$ cat src/rtl/if_fetch_buffer_pkg.sv
// Shared fetch-side constants: default widths and the canonical RISC-V NOP.
// Also a helper for sizing occupancy counters.
package if_fetch_buffer_pkg;

    localparam int          RV_PC_WIDTH    = 32;
    localparam int          RV_IMEM_AWIDTH = 14;
    localparam int          RV_INST_WIDTH  = 32;
    localparam logic [31:0] RV_NOP_INST    = 32'h0000_0013;

    // An occupancy counter for a buffer of `depth` entries must also represent "full".
    function automatic int cnt_width(input int depth);
        return $clog2(depth) + 1;
    endfunction

endpackage

$ cat src/rtl/if_fetch_buffer_sync_fifo.sv
// Small synchronous FIFO with flush and occupancy count.
// The head entry is presented combinationally from storage.
module if_fetch_buffer_sync_fifo
    import if_fetch_buffer_pkg::*;
#(
    parameter int  WIDTH = 64,
    parameter int  DEPTH = 2,
    localparam int PTR_W = $clog2(DEPTH),
    localparam int CNT_W = cnt_width(DEPTH)
) (
    input  logic             clk,
    input  logic             rst,
    input  logic             push,
    input  logic             pop,
    input  logic             flush,
    input  logic [WIDTH-1:0] din,
    output logic [WIDTH-1:0] dout,
    output logic [CNT_W-1:0] count,
    output logic             empty
);

    logic [WIDTH-1:0] mem_r [DEPTH];
    logic [PTR_W-1:0] rd_ptr_r;
    logic [PTR_W-1:0] wr_ptr_r;
    logic [CNT_W-1:0] count_r;
    logic             do_push_s;
    logic             do_pop_s;

    // Guard against popping empty or pushing full (a simultaneous pop frees the slot first)
    always_comb begin
        do_pop_s  = pop && (count_r != {CNT_W{1'b0}});
        do_push_s = push && ((count_r < CNT_W'(DEPTH)) || do_pop_s);
    end

    // Storage, pointers and occupancy; pointers wrap naturally since DEPTH is a power of two
    always_ff @(posedge clk or posedge rst) begin
        if (rst) begin
            for (int i = 0; i < DEPTH; i++) begin
                mem_r[i] <= {WIDTH{1'b0}};
            end
            rd_ptr_r <= {PTR_W{1'b0}};
            wr_ptr_r <= {PTR_W{1'b0}};
            count_r  <= {CNT_W{1'b0}};
        end else if (flush) begin
            rd_ptr_r <= {PTR_W{1'b0}};
            wr_ptr_r <= {PTR_W{1'b0}};
            count_r  <= {CNT_W{1'b0}};
        end else begin
            if (do_push_s) begin
                mem_r[wr_ptr_r] <= din;
                wr_ptr_r        <= wr_ptr_r + PTR_W'(1);
            end
            if (do_pop_s) begin
                rd_ptr_r <= rd_ptr_r + PTR_W'(1);
            end
            case ({do_push_s, do_pop_s})
                2'b10:   count_r <= count_r + CNT_W'(1);
                2'b01:   count_r <= count_r - CNT_W'(1);
                default: count_r <= count_r;
            endcase
        end
    end

    assign dout  = mem_r[rd_ptr_r];
    assign count = count_r;
    assign empty = (count_r == {CNT_W{1'b0}});

endmodule

$ cat src/rtl/if_fetch_buffer.sv
// Instruction-fetch stage: issues PC reads to a 1-cycle BRAM, buffers {pc, inst}
// pairs and hands them to decode; credit-based back-pressure to the PC register.
module if_fetch_buffer
    import if_fetch_buffer_pkg::*;
#(
    parameter int          PC_WIDTH    = RV_PC_WIDTH,
    parameter int          IMEM_AWIDTH = RV_IMEM_AWIDTH,
    parameter int          FIFO_DEPTH  = 2,
    parameter logic [31:0] NOP_INST    = RV_NOP_INST
) (
    input  logic                   clk,
    input  logic                   rst,
    input  logic [PC_WIDTH-1:0]    pc_in,
    input  logic                   redirect_in,
    input  logic [31:0]            imem_dout_in,
    input  logic                   id_ready_in,
    output logic [IMEM_AWIDTH-1:0] imem_addr_out,
    output logic                   imem_en_out,
    output logic                   pc_hold_out,
    output logic                   id_valid_out,
    output logic [31:0]            id_inst_out,
    output logic [PC_WIDTH-1:0]    id_pc_out
);

    localparam int             CNT_W   = cnt_width(FIFO_DEPTH);
    localparam int             ENTRY_W = PC_WIDTH + RV_INST_WIDTH;
    localparam logic [CNT_W:0] DEPTH_V = (CNT_W + 1)'(FIFO_DEPTH);

    logic                inflight_r;
    logic [PC_WIDTH-1:0] inflight_pc_r;
    logic [CNT_W-1:0]    fifo_count_s;
    logic                fifo_empty_s;
    logic [ENTRY_W-1:0]  fifo_head_s;
    logic [CNT_W:0]      occ_s;
    logic                pop_s;
    logic                push_s;
    logic                issue_s;
    logic                unused_pc_bits_s;

    // Credit check: a read may issue only if its return is guaranteed a FIFO slot
    always_comb begin
        pop_s   = !fifo_empty_s && id_ready_in;
        occ_s   = {1'b0, fifo_count_s} + {{CNT_W{1'b0}}, inflight_r} - {{CNT_W{1'b0}}, pop_s};
        issue_s = !rst && !redirect_in && (occ_s < DEPTH_V);
        push_s  = inflight_r && !redirect_in;
    end

    // Track the single outstanding BRAM read and the PC it belongs to
    always_ff @(posedge clk or posedge rst) begin
        if (rst) begin
            inflight_r    <= 1'b0;
            inflight_pc_r <= {PC_WIDTH{1'b0}};
        end else begin
            inflight_r <= issue_s;
            if (issue_s) begin
                inflight_pc_r <= pc_in;
            end
        end
    end

    if_fetch_buffer_sync_fifo #(
        .WIDTH (ENTRY_W),
        .DEPTH (FIFO_DEPTH)
    ) u_fifo (
        .clk   (clk),
        .rst   (rst),
        .push  (push_s),
        .pop   (pop_s),
        .flush (redirect_in),
        .din   ({inflight_pc_r, imem_dout_in}),
        .dout  (fifo_head_s),
        .count (fifo_count_s),
        .empty (fifo_empty_s)
    );

    assign imem_addr_out    = pc_in[IMEM_AWIDTH+1:2];
    assign imem_en_out      = issue_s;
    assign pc_hold_out      = !issue_s && !redirect_in;
    assign unused_pc_bits_s = ^{pc_in[PC_WIDTH-1:IMEM_AWIDTH+2], pc_in[1:0]};

    // Decode sees a NOP at PC 0 whenever the buffer is empty
    always_comb begin
        id_valid_out = !fifo_empty_s;
        id_inst_out  = NOP_INST;
        id_pc_out    = {PC_WIDTH{1'b0}};
        if (!fifo_empty_s) begin
            id_inst_out = fifo_head_s[RV_INST_WIDTH-1:0];
            id_pc_out   = fifo_head_s[ENTRY_W-1:RV_INST_WIDTH];
        end else begin
            id_inst_out = NOP_INST;
            id_pc_out   = {PC_WIDTH{1'b0}};
        end
    end

endmodule

$ cat config.mk
export PLATFORM = sky130hd
export DESIGN_NAME = if_fetch_buffer
export DESIGN_NICKNAME = d
export VERILOG_FILES = /design/src/rtl/if_fetch_buffer_pkg.sv /design/src/rtl/if_fetch_buffer_sync_fifo.sv /design/src/rtl/if_fetch_buffer.sv
export SDC_FILE = /design/constraint.sdc
export NUM_CORES = 1
export LEC_CHECK = 0
export BUFFER_PORTS_ARGS = -buffer_cell sky130_fd_sc_hd__buf_4
export CAP_MARGIN = 20
export CORE_UTILIZATION = 50
export CTS_CLUSTER_SIZE = 14
export DETAILED_ROUTE_END_ITERATION = 8
export GPL_ROUTABILITY_DRIVEN = 1
export PLACE_DENSITY_LB_ADDON = 0.25
export REMOVE_ABC_BUFFERS = 1
export SYNTH_ARGS = -nofsm -noshare
export SYNTH_HDL_FRONTEND = slang
export SYNTH_SLANG_ARGS = --single-unit
$ cat constraint.sdc
create_clock -name clk -period 9.8 [get_ports clk]
set_clock_uncertainty 0.2 [all_clocks]
set_input_delay 0.49 -clock clk [delete_from_list [all_inputs] [get_ports clk]]
set_output_delay 0.49 -clock clk [all_outputs]
set_load 0.03 [all_outputs]
### After elaboration in Yosys (flattened, before gate mapping)

Cells that the tools add are included.

| word-level totals | value |
|---|---|
| flip-flop bits (word level) | 165 |
| bits in latches | 0 |
| memory bits (writable) | 0 |
| memory bits (read-only) | 0 |
| bits of input ports | 68 |
| output and inout bits | 81 |
| memories kept | 0 |

| cells by class | value |
|---|---|
| $add $sub $neg | 6 |
| multipliers | 0 |
| divide/modulo/power cells | 0 |
| order comparisons | 5 |
| eq/ne operators | 2 |
| shifts and indexed selects | 0 |
| muxes and demuxes | 14 |
| bitwise logic cells | 3 |
| reductions and logical operators | 19 |

Operator list:

| operator | count |
|---|---|
| $mux 64 | 4 |
| $bwmux 128 | 1 |
| $demux 64 s1 | 1 |
| $mux 32 | 2 |
| $logic_and 1x1->1 | 8 |
| $reduce_bool 2->1 | 3 |
| $ge 2x2->1 const B | 2 |
| $logic_not 1->1 | 4 |
| $mux 1 | 4 |
| $not 1->2 | 2 |
| $pmux 2 s2 | 1 |
| $add 2x1->3 | 1 |
| $lt 3x2->1 const B | 1 |
| $reduce_bool 3->1 | 1 |
| $sub 3x1->3 | 1 |
| $add 1x1->1 const B | 2 |
| $add 2x1->2 const B | 1 |
| $eq 2x1->1 const B | 1 |
| $eq 2x2->1 const B | 1 |
| $logic_not 2->1 | 1 |
| $lt 2x1->1 const B | 1 |
| $lt 2x2->1 const B | 1 |
| $mux 2 | 1 |
| $reduce_and 2->1 | 1 |
| other kinds (3) | 3 |

### Logic depth before layout (Yosys ltp)

Gate-level depths: netlist (run 1).

| depth | value |
|---|---|
| word-level depth | 9 |
| gate-level depth with buffers | 10 |
| mapped depth without buffers | 8 |

### Cells and area by module

A second synthesis (run 1) with hierarchy kept.

| second synthesis, totals | value |
|---|---|
| cells, all modules | 532 |
| area, all modules | 8041.5 sq um |

By module, submodules not included:

| module | instances | cells each | area each (sq um) | sequential area each (sq um) |
|---|---|---|---|---|
| if_fetch_buffer_sync_fifo | 1 | 366 | 6070.8 | 3303.2 |
| if_fetch_buffer | 1 | 166 | 1970.6 | 825.8 |

### Worst setup path after synthesis (run 1)

Ideal clock, no wire load.

| timing | value |
|---|---|
| path type | input to output |
| start point | input port rst |
| end point | output port pc_hold_out |
| arrival | 5.112 ns |
| required time | 9.110 ns |
| path slack | 3.998 ns |
| cell stages on the path | 2 |
| buffers on the path | 0 |
| cells stage by stage | inv_1 a31oi_1 |

| on the way | value |
|---|---|
| cells in the longest elaborated chain, start to end | 5 |

RTL lines:

| what | line | source |
|---|---|---|
| start: declaration | if_fetch_buffer.sv:12 | `input logic rst,` |
| $logic_not 1->1 (no source line) | n/a |  |
| $logic_and 1x1->1 (2 in a row) | if_fetch_buffer.sv:44 | `issue_s = !rst && !redirect_in && (occ_s < DEPTH_V);` |
| $logic_not 1->1 | if_fetch_buffer.sv:78 | `assign pc_hold_out = !issue_s && !redirect_in;` |
| $logic_and 1x1->1 | if_fetch_buffer.sv:78 |  |
| end: declaration | if_fetch_buffer.sv:19 | `output logic pc_hold_out,` |

Every way passes these cells.

### Worst setup path in the final report (run 1)

| timing | value |
|---|---|
| start point | register u_fifo.count_r[1] (netlist: u_fifo.count[1]) |
| end point | output port imem_en_out |

| on the way | value |
|---|---|
| cells in the longest elaborated chain, start to end | 6 |

RTL lines:

| what | line | source |
|---|---|---|
| start: declaration | if_fetch_buffer_sync_fifo.sv:25 | `logic [CNT_W-1:0] count_r;` |
| start signal: assignment | if_fetch_buffer_sync_fifo.sv:43 | `count_r <= {CNT_W{1'b0}};` |
| start signal: assignment | if_fetch_buffer_sync_fifo.sv:47 | `count_r <= {CNT_W{1'b0}};` |
| start signal: assignment | if_fetch_buffer_sync_fifo.sv:57 | `2'b10: count_r <= count_r + CNT_W'(1);` |
| branches (longest 3 deep; another with $add 2x1->3) | n/a |  |
| $sub 3x1->3 (*) | if_fetch_buffer.sv:43 | `occ_s = {1'b0, fifo_count_s} + {{CNT_W{1'b0}}, inflight_r} - {{CNT_W{1'b0}}, pop_s};` |
| $lt 3x2->1 (*) | if_fetch_buffer.sv:44 |  |
| $logic_and 1x1->1 (*) | if_fetch_buffer.sv:44 |  |
| end: declaration | if_fetch_buffer.sv:18 | `output logic imem_en_out,` |

Mark *: on every way between the ends.

==> results of run 1 <==
## layer usage
| metal | up-vias | GRT usage [%] | share of wire [%] |
|---|---|---|---|
| li1 | 2088 | - | - |
| met1 | 2320 | 27.2 | 45 |
| met2 | 122 | 33.5 | 49 |
| met3 | 6 | 5.43 | 5.6 |
| met4 | 0 | 5.31 | 0.63 |
| met5 | - | 0 | 0 |
## cells in the mapped netlist, types with 2 or more instances
cell type	count
a21oi_1	2
buf_12	6
buf_2	14
buf_4	14
buf_6	2
clkbuf_1	9
dfrtp_1	165
inv_1	7
mux2_1	4
mux2_2	96
mux2_4	60
mux2i_1	64
nand2_1	4
nor2_1	66
o21ai_0	4
## state kept, by name (all words and copies together) (netlist names)
signal and cells:
u_fifo.count 2, u_fifo.rd_ptr_r 1, u_fifo.wr_ptr_r 1, u_fifo.mem_r 128, inflight_r 1, inflight_pc_r 32
## worst max-delay path, cell delays in order, from the launching register on
cell	delay (ps)
dfrtp_1	510
o21ai_0	370
inv_1	80
ha_1	280
nand2b_1	160
fa_1	390
xnor2_1	230
nand3_2	800
inv_1	260
buf_4	200
## area by class of cell
class,count,area (sq um)
repair buffers,155,1180
clock inverters,11,148
fillers,1127,5370
well taps,184,230
multi-input cells,313,3120
flip-flops and latches,165,4130
inverters,7,31.3
clock buffers,21,480
## cell families (layout without fill, tap and decap cells)
kind of cell	Yosys count	in the layout	share of synthesized area (%)
mux	225	225	35.3
flops	165	165	54.2
simple gates	77	77	4.40
buf+inv	52	194	4.96
compound gates	7	7	0.476
fa+ha+maj	2	2	0.427
xor+xnor	2	2	0.230
## power groups by stage
stage,logic (mW),registers [mW],clock network [mW]
finish,0.551,1.04,0.692
floorplan,0.422,1.02,0
global placement,0.534,1.03,0
CTS,0.559,1.04,0.710
global route,0.599,1.08,0.743
detailed placement,0.554,1.05,0
## per-stage QoR
stage / instance area [sq um] / power, mW / utilization (%) / std cells
after floorplan: 7270 / 1.44 / - / 485
after global placement: 8670 / 1.57 / 59.0 / 823
after detailed placement: 8670 / 1.61 / 59.0 / 823
after CTS: 9300 / 2.31 / 63.3 / 855
after global routing: 9330 / 2.42 / 63.5 / 856
final: 9330 / 2.29 / 63.5 / 856
## worst paths after layout
path                            depth (start not counted)  slack, ps                end
worst max register to register                          8       6060   inflight_pc_r[2]
worst max-delay path                                    9       5420        imem_en_out
max in group asynchronous                               4       8190   u_fifo.mem_r[34]
worst min-delay path                                    2         20    u_fifo.count[0]
min in group clk                                        2        110   inflight_pc_r[1]
worst min register to register                          1        290  u_fifo.mem_r[125]
==> results.py, run 1 <==
metrics = {
    "place": {
        "dp_hpwl_microns": 9350,
        "gp_congestion": 0.748,
        "port_buffers": 148,
        "dp_slack_ps": 5790,
    },
    "timing": {
        "finalCriticalPeriod_ps": 4380,
        "tns_ps": 0,
        "setup_ws_ps": 5420,
        "final_max_slew_viol_count": 0,
        "relSlewSlack_pct": 34.7,
        "whs_ps": 19.6,
        "setup_viol": 0,
        "worst_pin_slew_ps": 978,
        "rsz0062_at_grt": "false",
        "min_period_over_period_pct": 44.7,
        "hold_viol": 0,
        "fmax_mhz": 228,
    },
    "cells_and_area": {
        "nets": 729,
        "layout_commonest_cell": "dfrtp_1",
        "areaGrowthSynthToFinish_pct": 22.5,
        "final_cell_mix": "164 x dfrtp_1, 154 x buf_4, 96 x mux2_2",
        "diodes": 0,
        "drive_above_1_share_pct": 52.2,
    },
    "cts": {
        "cts_tree": "done",
        "cts.sinks": 165,
        "cts_max_level": 4,
        "clk_transition_reported_paths_ps": 60,
        "post_cts_buffers": 0,
        "cts_buffer_depth": 2,
        "clkLatencyLatePin_ps": 410,
        "post_cts_resized": 0,
        "root_buffer": "clkbuf_16",
        "ctsHoldBuffers": 0,
        "cts_inserted_buffers": 17,
    },
    "floorplan": {
        "die_y_microns": 125,
        "die_w_microns": 125,
        "die_area_sq_um": 15700,
        "initial_utilization_pct": 51.8,
        "num_rows": 44,
        "coreArea_sq_um": 14700,
        "ioPinCount": 149,
    },
    "flow_run": {
        "maxCapViolations": 0,
    },
    "logic_synthesis": {
        "synthesis.area_sq_um": 7620,
        "synth_top_area_share_pct": 54.2,
        "yosys-top-cells-area": "dfrtp_1 54%, mux2_2 14%, mux2_4 12%, mux2i_1 8.4%, nor2_1 3.3%",
        "synth_area_leader_cell": "dfrtp_1",
        "ys_ff_latch": 165,
        "yosys_warnings": 0,
        "ys_seq_area_share_pct": 54.2,
        "synth_cell_types": 28,
        "ys_async_sr_fraction_pct": 100,
        "synth_cells": 530,
        "synth_flop_cell": "dfrtp_1",
        "syn_area_per_cell_sq_um": 14.4,
        "synth_edf_count": 0,
    },
    "drt": {
        "drt-initial-drc-count": 207,
        "remaining_drc_errors": 15,
        "first_pass_iters": 7,
        "routedWlPerCell_microns": 17.7,
        "vias_per_cell": 5.30,
        "route.vias.total": 4536,
        "drt-total-wl_microns": 15200,
        "ant_nets": 0,
    },
    "pwr": {
        "power_frac_clock_pct": 30.3,
        "seqPwrFrac_pct": 45.7,
        "power.internal_mw": 1.67,
        "p_per_area_nw_per_um2": 245,
        "peakVddDrop_uv": 165,
        "switching_share_pct": 27.0,
        "switchingPower_mw": 0.617,
        "leakage_nw": 4.43,
        "comb_power_share_pct": 24.1,
    },
    "worst_setup_path": {
        "reg2reg_from": "u_fifo.count[1]",
        "critPathLaunch": "u_fifo.count[1]",
        "crit_required_ps": 9110,
        "worstSetupPathType": "reg -> out",
        "cp-end-kind": "primary output",
        "critical_path.max_fanout": 33,
        "critPathArrivalTime_ps": 3690,
        "startpoint_type": "register",
    },
    "status": {
        "violations": "design-rule violations",
        "status": "finished, violations left",
    },
    "grt": {
        "antenna_found_initial": 0,
        "grt_use_total_pct": 20.5,
        "grt_max_degree": 85,
        "grt_pass1_vias": 4838,
        "grt_overflow_total": 0,
        "grt_pass1_wl_microns": 25300,
    },
    "min_path": {
        "min_path_type": "in -> async",
    },
}
Power figures use the tool's default switching activity.
==> inputs of run 2 (changes only) <==
--- a/config.mk
+++ b/config.mk
@@ -5,6 +5,7 @@
 export SDC_FILE = /design/constraint.sdc
 export NUM_CORES = 1
 export LEC_CHECK = 0
+export ABC_AREA = 1
 export BUFFER_PORTS_ARGS = -buffer_cell sky130_fd_sc_hd__buf_4
 export CAP_MARGIN = 20
 export CORE_UTILIZATION = 50
==> constraint.sdc (replaced) <==
create_clock -name clk -period 3.8 [get_ports clk]
set_clock_uncertainty 0.2 [all_clocks]
set_input_delay 0.19 -clock clk [delete_from_list [all_inputs] [get_ports clk]]
set_output_delay 0.19 -clock clk [all_outputs]
set_load 0.03 [all_outputs]
==> run 2 against run 1 <==
  * The flow now finishes without violations
  * Via count up 41%
  * Synthesized cell count up 71%
  * Core utilization rose by 4.9 points
  * Non-clock buffer count up 71
  * Die area is 3.8% lower
  * Power rose to 3.4 times the previous value
  * Global-route usage increased by 4.3 points
  * Routed wire length up 17%
  * Critical path type unchanged
  * Largest power group is now combinational logic
  * Highest routed layer unchanged
==> results.py, run 2 <==
metrics = {
    "logic_synthesis": {
        "synth_top_area_share_pct": 56.3,
        "yosysMostFrequentCell": "nand2_1",
        "synth_common_cells": "419 x nand2_1, 165 x dfrtp_1, 99 x o21ai_0, 64 x a21oi_1, 49 x inv_1",
        "synth_area_leader_cell": "dfrtp_1",
        "ys_async_sr_fraction_pct": 100,
        "ys_seq_area_share_pct": 56.3,
        "synth_cells": 905,
        "synth_cell_types": 23,
        "yosys-top-cells-area": "dfrtp_1 56%, nand2_1 21%, o21ai_0 6.8%, a21oi_1 4.4%, inv_1 2.5%",
        "yosys_warnings": 0,
        "synthesis.area_sq_um": 7330,
        "ys_ff_latch": 165,
        "synth_flop_cell": "dfrtp_1",
        "synth_edf_count": 0,
        "syn_area_per_cell_sq_um": 8.10,
    },
    "grt": {
        "grt_overflow_total": 0,
        "grt_pass1_vias": 6154,
        "antenna_found_initial": 0,
        "use_met1_pct": 31.9,
        "grt_use_total_pct": 24.8,
        "gr-usage-met3_pct": 5.03,
        "top_usage_layer": "met2",
        "use_met2_pct": 42.0,
        "grt_pass1_wl_microns": 28900,
        "grt_max_degree": 74,
    },
    "worst_setup_path": {
        "critPathMostFrequentCell": "nand2_1",
        "crit_required_ps": 3410,
        "slowest_delay_ps": 470,
        "startpoint_type": "register",
        "critPathSlowestCell": "dfrtp_1",
        "crit_chain": "inv_2 -> nand2_2 -> nand2_1 -> inv_1 -> ha_1 -> inv_1 -> nand2_1 -> fa_1 -> nand2_1 -> nor2_1 -> nand2_1 -> inv_2 -> buf_12 -> buf_4",
        "reg2reg_from": "u_fifo.count[1]",
        "cp_top_family": "buffers and inverters",
        "critPathArrivalTime_ps": 2910,
        "cp.buffers_inverters": 6,
        "critPathLaunch": "u_fifo.count[1]",
        "worstSetupPathType": "reg -> out",
        "cp-end-kind": "primary output",
        "critical_path.max_fanout": 28,
    },
    "place": {
        "gp_congestion": 0.782,
        "port_buffers": 148,
        "dp_hpwl_microns": 10100,
    },
    "drt": {
        "route.vias.total": 6377,
        "ant_nets": 0,
        "routedWlPerCell_microns": 13.9,
        "first_pass_iters": 5,
        "drt-initial-drc-count": 457,
        "vias_per_cell": 5.01,
        "drt-total-wl_microns": 17700,
        "remaining_drc_errors": 0,
    },
    "floorplan": {
        "initial_utilization_pct": 52.0,
        "die_area_sq_um": 15100,
        "die_y_microns": 123,
        "die_w_microns": 123,
        "num_rows": 43,
        "ioPinCount": 149,
        "coreArea_sq_um": 14100,
    },
    "timing": {
        "hold_viol": 0,
        "final_max_slew_viol_count": 0,
        "setup_viol": 0,
        "relSlewSlack_pct": 38.6,
        "worst_pin_slew_ps": 921,
        "finalCriticalPeriod_ps": 3300,
        "tns_ps": 0,
        "rsz0062_at_grt": "false",
        "min_period_over_period_pct": 86.9,
        "fmax_mhz": 303,
    },
    "cells_and_area": {
        "drive_above_1_share_pct": 18.0,
        "largest_reg_flops": 128,
        "final_cell_mix": "418 x nand2_1, 164 x dfrtp_1, 157 x buf_4",
        "post-route-util_pct": 68.4,
        "diodes": 0,
        "areaGrowthSynthToFinish_pct": 31.5,
        "nFillCells": 1180,
        "nets": 1152,
        "layout_commonest_cell": "nand2_1",
        "top_register": "u_fifo.mem_r",
    },
    "cts": {
        "post_cts_buffers": 0,
        "cts_max_level": 4,
        "cts.sinks": 165,
        "cts_buffer_depth": 2,
        "clkLatencyLatePin_ps": 410,
        "clk_transition_reported_paths_ps": 60,
        "cts_tree": "done",
        "root_buffer": "clkbuf_16",
        "cts_inserted_buffers": 17,
    },
    "flow_run": {
        "maxCapViolations": 0,
    },
    "status": {
        "status": "completed",
    },
    "pwr": {
        "peakVddDrop_uv": 405,
        "leakage_nw": 5.06,
        "p_total_mw": 7.85,
        "p_per_area_nw_per_um2": 814,
    },
    "min_path": {
        "min_path_type": "in -> async",
    },
}
## run 2: changes by cell type after synthesis, sizes merged, moves of 4 or more
cell    change
nand2     +416
mux2      -160
o21ai     +110
mux2i      -64
a21oi      +62
nor2       -59
inv        +48
clkbuf     +15
buf         +8
nand3       +4
## run 2: logic make-up (layout without fill, tap and decap cells)
kind of cell | Yosys count | in the layout | synth area share (%)
AO/OA/AOI/OAI | 178 | 178 | 12.2
XOR/XNOR | 2 | 2 | 0.239
AND/OR/NAND/NOR | 434 | 434 | 22.8
flip-flops | 165 | 165 | 56.3
adder cells (fa/ha/maj) | 2 | 2 | 0.444
buffers and inverters | 124 | 313 | 8.06
## run 2: layer usage
layer / vias up / wire [microns] / part of all wire [%]
met4: 0 / 297 / 1.7
met5: - / 0 / 0
li1: 3176 / - / -
met3: 26 / 825 / 4.7
met1: 3006 / 8090 / 46
met2: 169 / 8490 / 48
## run 2: power by group
| part | internal (mW) | switching, mW |
|---|---|---|
| Sequential | 2.53 | 0.419 |
| Clock | 1.02 | 0.639 |
| Combinational | 1.12 | 2.12 |
## run 2: final timing paths
path                       slack [ps]  cells past startpoint           endpoint
min reg2reg                       260                      2  u_fifo.mem_r[101]
max                               500                     14        imem_en_out
min in group clk                  260                      2  u_fifo.mem_r[101]
max in group asynchronous        2080                      4  inflight_pc_r[16]
min                               100                      3   u_fifo.mem_r[41]
max reg2reg                      1090                     15  inflight_pc_r[16]
## run 2: stage by stage
step / setup slack, ps / hold WS (ps) / instance area [sq um] / std cells
final: 499 / 96.0 / 9640 / 1274
after global routing: 328 / 108 / 9640 / 1274
after CTS: 468 / 98.2 / 9640 / 1274
after detailed placement: 926 / -10.8 / 8410 / 1176
after global placement: 1050 / -12.3 / 8410 / 1176
after floorplan: -1780 / 99.6 / 6950 / 837
## run 2: area by class of cell
cell class	instances	area (sq um)	area share [%]
Clock buffer	27	493	5.11
Clock inverter	4	70.1	0.727
Inverter	56	218	2.26
Multi-Input combinational cell	616	2610	27.1
Sequential cell	165	4130	42.9
Tap cell	180	225	2.34
Timing Repair Buffer	226	1890	19.6
## run 2: what timing repair did
action | 4_1_cts | 5_1_grt
hold endpoints to repair | 130 | 0
gates resized for setup | 0 | 0
hold buffers | 67 | 0
## run 2: tightest hold or removal path, cell delays in order
cell and delay, ps:
dlygate4sd3_1 530, buf_4 150, inv_6 230
==> inputs of run 3 (changes only) <==
==> constraint.sdc (replaced) <==
create_clock -name clk -period 3.8 [get_ports clk]
set_clock_uncertainty 0.2 [all_clocks]
set_input_delay 0.76 -clock clk [delete_from_list [all_inputs] [get_ports clk]]
set_output_delay 0.76 -clock clk [all_outputs]
set_load 0.03 [all_outputs]
==> run 3 against run 2 <==
  * First-iteration DRC count shrank 5.9%
  * Maximum frequency shrank 7.7%
  * Final cell count shrank 5.0%
  * Non-clock buffer count shrank 65
  * Flip-flop and latch count is the same
  * Clock-buffer cell count shrank 4
  * Combinational power is essentially flat
  * Register-to-register slack lost 50 ps
  * Global-route usage shrank 0.69 points
  * Via count shrank 3.7%
  * Critical path type unchanged
==> results.py, run 3 (synthesized netlist as in run 2, its figures left out) <==
metrics = {
    "timing": {
        "setup_viol": 0,
        "finalCriticalPeriod_ps": 3580,
        "min_period_over_period_pct": 94.1,
        "whs_ps": 144,
        "worst_pin_slew_ps": 899,
        "hold_viol": 0,
        "fmax_mhz": 280,
        "final_max_slew_viol_count": 0,
        "relSlewSlack_pct": 40.1,
        "tns_ps": 0,
    },
    "grt": {
        "antenna_found_initial": 0,
        "grt_pass1_vias": 5916,
        "grt_pass1_wl_microns": 28100,
        "grt_max_degree": 94,
        "grt_overflow_total": 0,
        "grt_use_total_pct": 24.1,
    },
    "cts": {
        "cts.sinks": 165,
        "clk_transition_reported_paths_ps": 60,
        "cts_tree": "done",
        "cts_inserted_buffers": 17,
        "clkLatencyLatePin_ps": 420,
        "ctsHoldBuffers": 0,
        "cts_max_level": 4,
        "cts_buffer_depth": 2,
        "root_buffer": "clkbuf_16",
    },
    "worst_setup_path": {
        "crit_required_ps": 2840,
        "critPathLaunch": "u_fifo.count[0]",
        "cp-end-kind": "primary output",
        "critical_path.max_fanout": 9,
        "worstSetupPathType": "reg -> out",
        "reg2reg_from": "u_fifo.count[0]",
        "critPathArrivalTime_ps": 2620,
        "startpoint_type": "register",
    },
    "place": {
        "place_area_sq_um": 8400,
        "port_buffers": 148,
        "gp_congestion": 0.763,
        "dp_hpwl_microns": 10200,
    },
    "status": {
        "status": "completed",
    },
    "drt": {
        "drt-total-wl_microns": 17200,
        "ant_nets": 0,
        "routedWlPerCell_microns": 14.2,
        "first_pass_iters": 5,
        "vias_per_cell": 5.08,
        "remaining_drc_errors": 0,
        "route.vias.total": 6143,
        "drt-initial-drc-count": 430,
    },
    "cells_and_area": {
        "post-route-util_pct": 64.1,
        "nets": 1087,
        "final_area_sq_um": 9030,
        "final_cell_mix": "418 x nand2_1, 163 x dfrtp_1, 160 x buf_4",
        "diodes": 0,
        "top_register": "u_fifo.mem_r",
        "layout_commonest_cell": "nand2_1",
        "drive_above_1_share_pct": 19.9,
        "areaGrowthSynthToFinish_pct": 23.3,
        "nFillCells": 1256,
        "largest_reg_flops": 128,
    },
    "pwr": {
        "p_per_area_nw_per_um2": 881,
        "peakVddDrop_uv": 424,
        "leakage_nw": 4.81,
    },
    "floorplan": {
        "num_rows": 43,
        "die_w_microns": 123,
        "ioPinCount": 149,
        "die_area_sq_um": 15100,
        "coreArea_sq_um": 14100,
        "initial_utilization_pct": 52.0,
        "die_y_microns": 123,
    },
    "min_path": {
        "min_path_type": "in -> async",
    },
    "flow_run": {
        "maxCapViolations": 0,
    },
}
## run 3: changes by cell type in the layout (fill, tap and decap cells not counted), moves of 2 or more
cell	delta
clkinvlp_4	+2
clkbuf_1	-3
buf_4	+3
dlygate4sd3_1	-67
bufinv_16	+2
## run 3: worst max-delay path: stages, from the launching register on
cell and delay [ps]:
dfrtp_1 420, inv_2 90, nand2_2 60, nand2_1 110
inv_1 60, ha_1 260, inv_1 60, nand2_1 60
fa_1 430, nand2_1 80, nor2_1 40, nand2_1 130
clkinv_4 130, nor2_1 110, buf_4 160
## run 3: path summary, 6_finish.rpt
check	endpoint	slack (ps)	cells past startpoint
hold / removal	inflight_pc_r[10]	140	2
setup / recovery	pc_hold_out	220	14
hold reg to reg	u_fifo.mem_r[112]	260	2
setup reg to reg	inflight_pc_r[1]	1040	15
max in group asynchronous	u_fifo.mem_r[76]	2030	3
min in group clk	u_fifo.mem_r[112]	260	2
## run 3: where the power goes
group	switching (mW)	total (mW)	internal, mW
clock network	0.673	1.80	1.13
registers	0.387	2.92	2.54
logic	2.15	3.23	1.08
## run 3: stage by stage
step	cells	setup slack (ps)	power, mW
final	1210	224	7.95
after global routing	1210	-15.1	8.52
after CTS	1209	58.6	8.00
after detailed placement	1177	253	6.17
after global placement	1177	276	6.09
after floorplan	837	-2920	4.96
## run 3: timing repair
action | in CTS | in global routing
buffers inserted | 0 | 1
setup endpoints to repair | 0 | 2
resized for setup | 0 | 4
## run 3: area by class of cell
cell class | instances | area, sq um | area share [%]
timing repair buffer | 161 | 1220 | 13.5
inverter | 56 | 223 | 2.47
sequential | 165 | 4130 | 45.8
multi-input combinational | 616 | 2610 | 28.9
tap | 180 | 225 | 2.49
clock inverter | 9 | 150 | 1.66
clock buffer | 23 | 468 | 5.18
## run 3: layer usage
metal	GRT usage (%)	share of wire (%)	vias to the layer above
met1	31.7	45	2897
met2	40.0	48	191
met5	0	0	-
li1	-	-	3037
met4	9.19	1.3	0
met3	4.38	5.3	18
